--- src/rtl/run_dump_ctrl_if.sv ---
// Bundles the run/dump controller's core-control, register/memory read and
// dump-stream signals; master is the controller side, slave the environment.
interface run_dump_ctrl_if #(
  parameter int DATA_WIDTH = 16,
  parameter int ADDR_WIDTH = 16,
  parameter int REG_COUNT  = 8
);
  localparam int REG_AW = (REG_COUNT > 1) ? $clog2(REG_COUNT) : 1;

  logic                  start;
  logic                  halt_req;
  logic                  core_reset;
  logic                  core_run;
  logic [REG_AW-1:0]     reg_rd_addr;
  logic [DATA_WIDTH-1:0] reg_rd_data;
  logic [ADDR_WIDTH-1:0] mem_rd_addr;
  logic [DATA_WIDTH-1:0] mem_rd_data;
  logic                  dump_valid;
  logic                  dump_ready;
  logic [DATA_WIDTH-1:0] dump_data;
  logic                  dump_is_mem;
  logic                  dump_last;
  logic [31:0]           cycle_count;
  logic                  done;
  logic                  halted_early;

  modport master (
    input  start, halt_req, reg_rd_data, mem_rd_data, dump_ready,
    output core_reset, core_run, reg_rd_addr, mem_rd_addr, dump_valid,
           dump_data, dump_is_mem, dump_last, cycle_count, done, halted_early
  );

  modport slave (
    output start, halt_req, reg_rd_data, mem_rd_data, dump_ready,
    input  core_reset, core_run, reg_rd_addr, mem_rd_addr, dump_valid,
           dump_data, dump_is_mem, dump_last, cycle_count, done, halted_early
  );
endinterface

--- src/rtl/run_dump_ctrl.sv ---
// Run controller: holds the core in reset, lets it run for a bounded number of
// cycles (or until it halts), then streams register and memory contents out.
module run_dump_ctrl #(
  parameter int DATA_WIDTH     = 16,
  parameter int ADDR_WIDTH     = 16,
  parameter int REG_COUNT      = 8,
  parameter int MEM_DUMP_COUNT = 10,
  parameter int RESET_CYCLES   = 2,
  parameter int RUN_CYCLES     = 50,
  parameter bit AUTO_START     = 1'b0
) (
  input logic             clk,
  input logic             reset,
  run_dump_ctrl_if.master bus
);

  localparam int REG_AW    = (REG_COUNT > 1) ? $clog2(REG_COUNT) : 1;
  localparam int MAX_WORDS = (REG_COUNT > MEM_DUMP_COUNT) ? REG_COUNT : MEM_DUMP_COUNT;
  localparam int IDX_W     = $clog2(MAX_WORDS + 1);
  localparam int HOLD_W    = $clog2(RESET_CYCLES + 1);

  typedef enum logic [2:0] {
    IDLE, RESET_HOLD, RUN, DUMP_REG, DUMP_MEM, DONE
  } state_t;

  state_t            state_q, state_d;
  logic [HOLD_W-1:0] holdCnt_q, holdCnt_d;
  logic [IDX_W-1:0]  idx_q, idx_d;
  logic [31:0]       cycleCount_q, cycleCount_d;
  logic              haltedEarly_q, haltedEarly_d;
  logic              dumping, accept, regLast, memLast, launch;

  assign dumping = (state_q == DUMP_REG) || (state_q == DUMP_MEM);
  assign accept  = dumping && bus.dump_ready;
  assign regLast = (idx_q == IDX_W'(REG_COUNT - 1));
  assign memLast = (idx_q == IDX_W'(MEM_DUMP_COUNT - 1));
  assign launch  = ((state_q == IDLE) && (bus.start || AUTO_START)) ||
                   ((state_q == DONE) && bus.start);

  always_ff @(posedge clk or negedge reset) begin
    if (!reset) begin
      state_q       <= IDLE;
      holdCnt_q     <= '0;
      idx_q         <= '0;
      cycleCount_q  <= '0;
      haltedEarly_q <= 1'b0;
    end else begin
      state_q       <= state_d;
      holdCnt_q     <= holdCnt_d;
      idx_q         <= idx_d;
      cycleCount_q  <= cycleCount_d;
      haltedEarly_q <= haltedEarly_d;
    end
  end

  always_comb begin
    state_d       = state_q;
    holdCnt_d     = holdCnt_q;
    idx_d         = idx_q;
    cycleCount_d  = cycleCount_q;
    haltedEarly_d = haltedEarly_q;
    case (state_q)
      RESET_HOLD: begin
        if (holdCnt_q == HOLD_W'(RESET_CYCLES - 1)) state_d = RUN;
        else                                        holdCnt_d = holdCnt_q + 1'b1;
      end
      RUN: begin
        // A halt on the final budgeted cycle still counts as an early halt.
        cycleCount_d = cycleCount_q + 32'd1;
        if (bus.halt_req) begin
          haltedEarly_d = 1'b1;
          state_d       = DUMP_REG;
          idx_d         = '0;
        end else if (cycleCount_q == 32'(RUN_CYCLES - 1)) begin
          state_d = DUMP_REG;
          idx_d   = '0;
        end
      end
      DUMP_REG: begin
        if (accept) begin
          if (regLast) begin
            idx_d   = '0;
            state_d = (MEM_DUMP_COUNT == 0) ? DONE : DUMP_MEM;
          end else begin
            idx_d = idx_q + 1'b1;
          end
        end
      end
      DUMP_MEM: begin
        if (accept) begin
          if (memLast) state_d = DONE;
          else         idx_d   = idx_q + 1'b1;
        end
      end
      IDLE, DONE: ;
      default: state_d = IDLE;
    endcase
    if (launch) begin
      state_d       = RESET_HOLD;
      holdCnt_d     = '0;
      idx_d         = '0;
      cycleCount_d  = '0;
      haltedEarly_d = 1'b0;
    end
  end

  always_comb begin
    bus.core_reset   = (state_q == IDLE) || (state_q == RESET_HOLD);
    bus.core_run     = (state_q == RUN);
    bus.done         = (state_q == DONE);
    bus.cycle_count  = cycleCount_q;
    bus.halted_early = haltedEarly_q;
    bus.dump_valid   = dumping;
    bus.dump_data    = {DATA_WIDTH{1'b0}};
    bus.dump_is_mem  = 1'b0;
    bus.dump_last    = 1'b0;
    bus.reg_rd_addr  = '0;
    bus.mem_rd_addr  = '0;
    case (state_q)
      DUMP_REG: begin
        bus.reg_rd_addr = REG_AW'(idx_q);
        bus.dump_data   = bus.reg_rd_data;
        bus.dump_last   = (MEM_DUMP_COUNT == 0) && regLast;
      end
      DUMP_MEM: begin
        bus.mem_rd_addr = ADDR_WIDTH'(idx_q);
        bus.dump_data   = bus.mem_rd_data;
        bus.dump_is_mem = 1'b1;
        bus.dump_last   = memLast;
      end
      default: ;
    endcase
  end

endmodule

--- src/flat_wrapper.sv ---
// flat-port wrapper written by rule: the top's interface ports become plain ports
module run_dump_ctrl_flat 
#(
  parameter int DATA_WIDTH     = 16,
  parameter int ADDR_WIDTH     = 16,
  parameter int REG_COUNT      = 8,
  parameter int MEM_DUMP_COUNT = 10,
  parameter int RESET_CYCLES   = 2,
  parameter int RUN_CYCLES     = 50,
  parameter bit AUTO_START     = 1'b0
)
  (clk, reset, bus_start, bus_halt_req, bus_reg_rd_data, bus_mem_rd_data, bus_dump_ready, bus_core_reset, bus_core_run, bus_reg_rd_addr, bus_mem_rd_addr, bus_dump_valid, bus_dump_data, bus_dump_is_mem, bus_dump_last, bus_cycle_count, bus_done, bus_halted_early);
  run_dump_ctrl_if #(.DATA_WIDTH(DATA_WIDTH), .ADDR_WIDTH(ADDR_WIDTH), .REG_COUNT(REG_COUNT)) bus_i ();
  input logic clk;
  input logic reset;
  input wire logic [$bits(bus_i.start)-1:0] bus_start;
  input wire logic [$bits(bus_i.halt_req)-1:0] bus_halt_req;
  input wire logic [$bits(bus_i.reg_rd_data)-1:0] bus_reg_rd_data;
  input wire logic [$bits(bus_i.mem_rd_data)-1:0] bus_mem_rd_data;
  input wire logic [$bits(bus_i.dump_ready)-1:0] bus_dump_ready;
  output wire logic [$bits(bus_i.core_reset)-1:0] bus_core_reset;
  output wire logic [$bits(bus_i.core_run)-1:0] bus_core_run;
  output wire logic [$bits(bus_i.reg_rd_addr)-1:0] bus_reg_rd_addr;
  output wire logic [$bits(bus_i.mem_rd_addr)-1:0] bus_mem_rd_addr;
  output wire logic [$bits(bus_i.dump_valid)-1:0] bus_dump_valid;
  output wire logic [$bits(bus_i.dump_data)-1:0] bus_dump_data;
  output wire logic [$bits(bus_i.dump_is_mem)-1:0] bus_dump_is_mem;
  output wire logic [$bits(bus_i.dump_last)-1:0] bus_dump_last;
  output wire logic [$bits(bus_i.cycle_count)-1:0] bus_cycle_count;
  output wire logic [$bits(bus_i.done)-1:0] bus_done;
  output wire logic [$bits(bus_i.halted_early)-1:0] bus_halted_early;
  assign bus_i.start = bus_start;
  assign bus_i.halt_req = bus_halt_req;
  assign bus_i.reg_rd_data = bus_reg_rd_data;
  assign bus_i.mem_rd_data = bus_mem_rd_data;
  assign bus_i.dump_ready = bus_dump_ready;
  assign bus_core_reset = bus_i.core_reset;
  assign bus_core_run = bus_i.core_run;
  assign bus_reg_rd_addr = bus_i.reg_rd_addr;
  assign bus_mem_rd_addr = bus_i.mem_rd_addr;
  assign bus_dump_valid = bus_i.dump_valid;
  assign bus_dump_data = bus_i.dump_data;
  assign bus_dump_is_mem = bus_i.dump_is_mem;
  assign bus_dump_last = bus_i.dump_last;
  assign bus_cycle_count = bus_i.cycle_count;
  assign bus_done = bus_i.done;
  assign bus_halted_early = bus_i.halted_early;
  run_dump_ctrl #(.DATA_WIDTH(DATA_WIDTH), .ADDR_WIDTH(ADDR_WIDTH), .REG_COUNT(REG_COUNT), .MEM_DUMP_COUNT(MEM_DUMP_COUNT), .RESET_CYCLES(RESET_CYCLES), .RUN_CYCLES(RUN_CYCLES), .AUTO_START(AUTO_START)) u_core (.clk(clk), .reset(reset), .bus(bus_i));
endmodule
--- config.mk ---
export PLATFORM = sky130hd
export DESIGN_NAME = run_dump_ctrl_flat
export DESIGN_NICKNAME = d
export VERILOG_FILES = /design/src/rtl/run_dump_ctrl_if.sv /design/src/rtl/run_dump_ctrl.sv /design/src/flat_wrapper.sv
export SDC_FILE = /design/constraint.sdc
export NUM_CORES = 1
export LEC_CHECK = 0
export BUFFER_PORTS_ARGS = -buffer_cell sky130_fd_sc_hd__buf_2
export CORE_ASPECT_RATIO = 1.4
export CORE_UTILIZATION = 39
export DETAILED_ROUTE_END_ITERATION = 12
export PLACE_DENSITY = 0.73
export SYNTH_ARGS = -nofsm -noshare
export SYNTH_HDL_FRONTEND = slang
export SYNTH_SLANG_ARGS = --single-unit
--- constraint.sdc ---
create_clock -name clk -period 3.7 [get_ports clk]
set_input_delay 0.185 -clock clk [delete_from_list [all_inputs] [get_ports clk]]
set_output_delay 0.185 -clock clk [all_outputs]
set_load 0.02 [all_outputs]
==> summary.txt <==
Status
  – Status: completed

Global route
  – GRT overflow: 0
  – Vias in the first global route: 2248
  – Pin count of the biggest net entering global routing: 43
  – First-pass GRT wire length: 10800 um
  – Total GRT Usage: 0.191
  – Initial antenna violation count: 0

Synthesis
  – Leading post-synthesis cells by cell area: dfrtp_1, xor2_1, nor2_1, a22o_1, nand4_1
  – Async SR Flop Fraction: 1.00
  – Mapped Area: 2670 sq um
  – Ys Warns: 0
  – Area leader, netlist: dfrtp_1
  – Seq/Total Area, Yosys: 0.394
  – Yosys cell types: 45
  – Cells after Synth: 295
  – Most used DFF post-synth: dfrtp_1
  – Syn Area/Cell: 9.05 sq um
  – Top-area cell type share of the netlist area: 0.394
  – Post-synth EDFFs: 0
  – Post-synthesis sequential element count: 42

Clock network
  – Post-CTS Resized: 0
  – Clock transition at path regs: 0.08 ns
  – Worst skew pair latency: 0.29 ns
  – Sink Count: 42
  – CTS root buf: clkbuf_8
  – Clock tree from TritonCTS: done
  – H-Tree Depth: 2
  – Post-CTS Setup Bufs: 0
  – Post-CTS Hold Fix Bufs: 0
  – CTS Buf Count: 5
  – Clk buf depth: 2

Power and ir drop
  – Tot Pwr: 1.78 mW
  – Power Density: 537 nW/um^2
  – Leakage power: 1.77 nW
  – Peak supply drop: 0.294 mV

Place
  – Dpl ws: 1.16 ns
  – DP Wirelength: 5090 um
  – GP Congestion: 0.827
  – Port bufs: 98
  – Cells after DPL: 471

Floorplanning
  – Core ar.: 6610 sq um
  – Die height: 99.9 um
  – Io pins: 111
  – # rows: 35
  – Die width: 71.9 um
  – Initial Util: 0.404
  – Die area: 7190 sq um

Routing
  – Via count: 2542
  – Vias/cell: 5.31
  – DRT iter0 DRCs: 78
  – 1st-pass router iterations: 4
  – Final WL: 6910 um
  – Wire per inst: 14.4 um
  – Remaining antenna violation count: 0
  – DR DRC count: 0

STA
  – Setup Viol. Count Final: 0
  – Layout Skew: 0.00678 ns
  – Final WS setup: 1.13 ns
  – Max-slew violations: 0
  – Fin Setup TNS: 0 ns
  – Slew HR: 0.373
  – Final Hold Fails: 0
  – Period minus WS final: 2.57 ns
  – Slew at the pin with the worst max-slew slack: 0.941 ns
  – Fmax: 390 MHz
  – Final Cycle Share: 0.693
  – RSZ-0062 raised after global routing: no

Finish
  – ANT cells: 0
  – Fillers: 631
  – Register area: 1050 sq um
  – Layout cells sized above 1: 0.302
  – Fin nets: 428
  – Footprint of the multi-input gates: 1470 sq um
  – Core Util, Final: 0.501
  – Area grow syn2layout: 24.0%
  – Layout Cells excl Fill: 479

Critical path
  – Startpoint class of the critical path: flip-flop
  – Buffers & Inverters on Critical Path: 0
  – Crit end category: flip-flop
  – WS Path Type: flip-flop to flip-flop
  – WP data arrival: 2.74 ns
  – CP max FO: 18
  – CP required: 3.87 ns
  – Crit-path slowest cell: nor3_2
  – Delay-heaviest family, CP: simple AND/OR/NAND/NOR gates
  – Delay of the slowest cell on the worst path: 0.73 ns
  – Worst path cell trace: or3b_1, nor3_2, nand3_1, xnor2_1, nor2b_1

Min path
  – Hold WC Path Type: primary input to async pin

Flow run
  – MaxCap Viol Count: 0
==> final timing paths <==
path | endpoint | cells past startpoint | from | slack [ns]
setup / recovery | u_core.bus.cycle_count[26]$_DFFE_PN0P_ | 5 | u_core.state_q[0]$_DFFE_PN0P_ | 1.13
hold / removal | u_core.bus.cycle_count[17]$_DFFE_PN0P_ | 1 | reset | 0.03
setup reg to reg | u_core.bus.cycle_count[26]$_DFFE_PN0P_ | 5 | u_core.state_q[0]$_DFFE_PN0P_ | 1.13
hold reg to reg | u_core.holdCnt_q[0]$_DFFE_PN0P_ | 1 | u_core.holdCnt_q[0]$_DFFE_PN0P_ | 0.53
max in group asynchronous | u_core.state_q[2]$_DFFE_PN0P_ | 1 | reset | 3.08
min in group clk | u_core.bus.halted_early$_DFFE_PN0P_ | 3 | bus_halt_req | 0.18
==> layout by cell type (no fill, tap or decap), types with 3 or more instances in the layout <==
cell,count
a21oi_1,5
a22o_1,17
and2_1,4
and3_1,14
buf_2,98
clkbuf_8,6
conb_1,12
dfrtp_1,42
ha_1,5
inv_1,7
nand2_1,11
nand2b_1,4
nand3_1,10
nand3b_1,3
nand4_1,18
nor2_1,45
nor2b_1,4
nor3_1,5
nor3_2,3
nor4_1,4
o21ai_0,9
xnor2_1,8
xor2_1,24
==> sequential cells by signal, summed over array words and instances (netlist names) <==
| name | cells |
|---|---|
| u_core.bus.cycle_count | 32 |
| u_core.idx_q | 4 |
| u_core.state_q | 3 |
| u_core.holdCnt_q | 2 |
| u_core.bus.halted_early | 1 |
==> cell type report <==
class / count / share of cell area
Multi-Input combinational cell: 230 / 0.444
Sequential cell: 42 / 0.317
Timing Repair Buffer: 100 / 0.153
Tap cell: 92 / 0.0348
Clock buffer: 6 / 0.0249
Clock inverter: 2 / 0.0181
Inverter: 7 / 0.00794
==> layer usage <==
layer | vias to the layer above | wire length [um] | global-route usage
li1 | 1193 | - | -
met3 | 13 | 446 | 0.0301
met5 | - | 0 | 0
met4 | 0 | 129 | 0.0633
met1 | 1199 | 2780 | 0.216
met2 | 137 | 3550 | 0.358
==> report_power, final <==
group / leakage, nW / internal, mW / switching, mW
Sequential: 0.577 / 0.510 / 0.103
Clock: 0.0714 / 0.288 / 0.158
Combinational: 1.12 / 0.266 / 0.455
Total: 1.77 / 1.06 / 0.715
==> Yosys cell counts (5+ instances only) <==
cell type	instances
nor2_1	45
a22o_1	17
o21ai_0	9
inv_1	7
xnor2_1	8
xor2_1	24
ha_1	5
nand4_1	18
dfrtp_1	42
nand2_1	11
and3_1	14
nand3_1	10
buf_4	12
nor3_1	5
a21oi_1	5
clkbuf_1	11
==> stage by stage <==
step                      hold WS, ns  cell area (sq um)
after floorplan                -0.111               2710
after global placement          0.373               3170
after detailed placement        0.377               3170
after CTS                      0.0602               3310
after global routing            0.111               3310
final                          0.0272               3310
==> cells by family (layout without fill, tap and decap cells) <==
group | count (synthesis) | count (layout) | synth area share
AO/OA/AOI/OAI | 40 | 40 | 0.110
XOR/XNOR | 32 | 32 | 0.105
adder cells (fa/ha/maj) | 5 | 5 | 0.0234
buffers and inverters | 34 | 115 | 0.0712
flip-flops | 42 | 42 | 0.394
multiplexers | 2 | 2 | 0.00843
other | 1 | 12 | 0.00140
AND/OR/NAND/NOR | 139 | 139 | 0.287
Power figures use the tool's default switching activity.
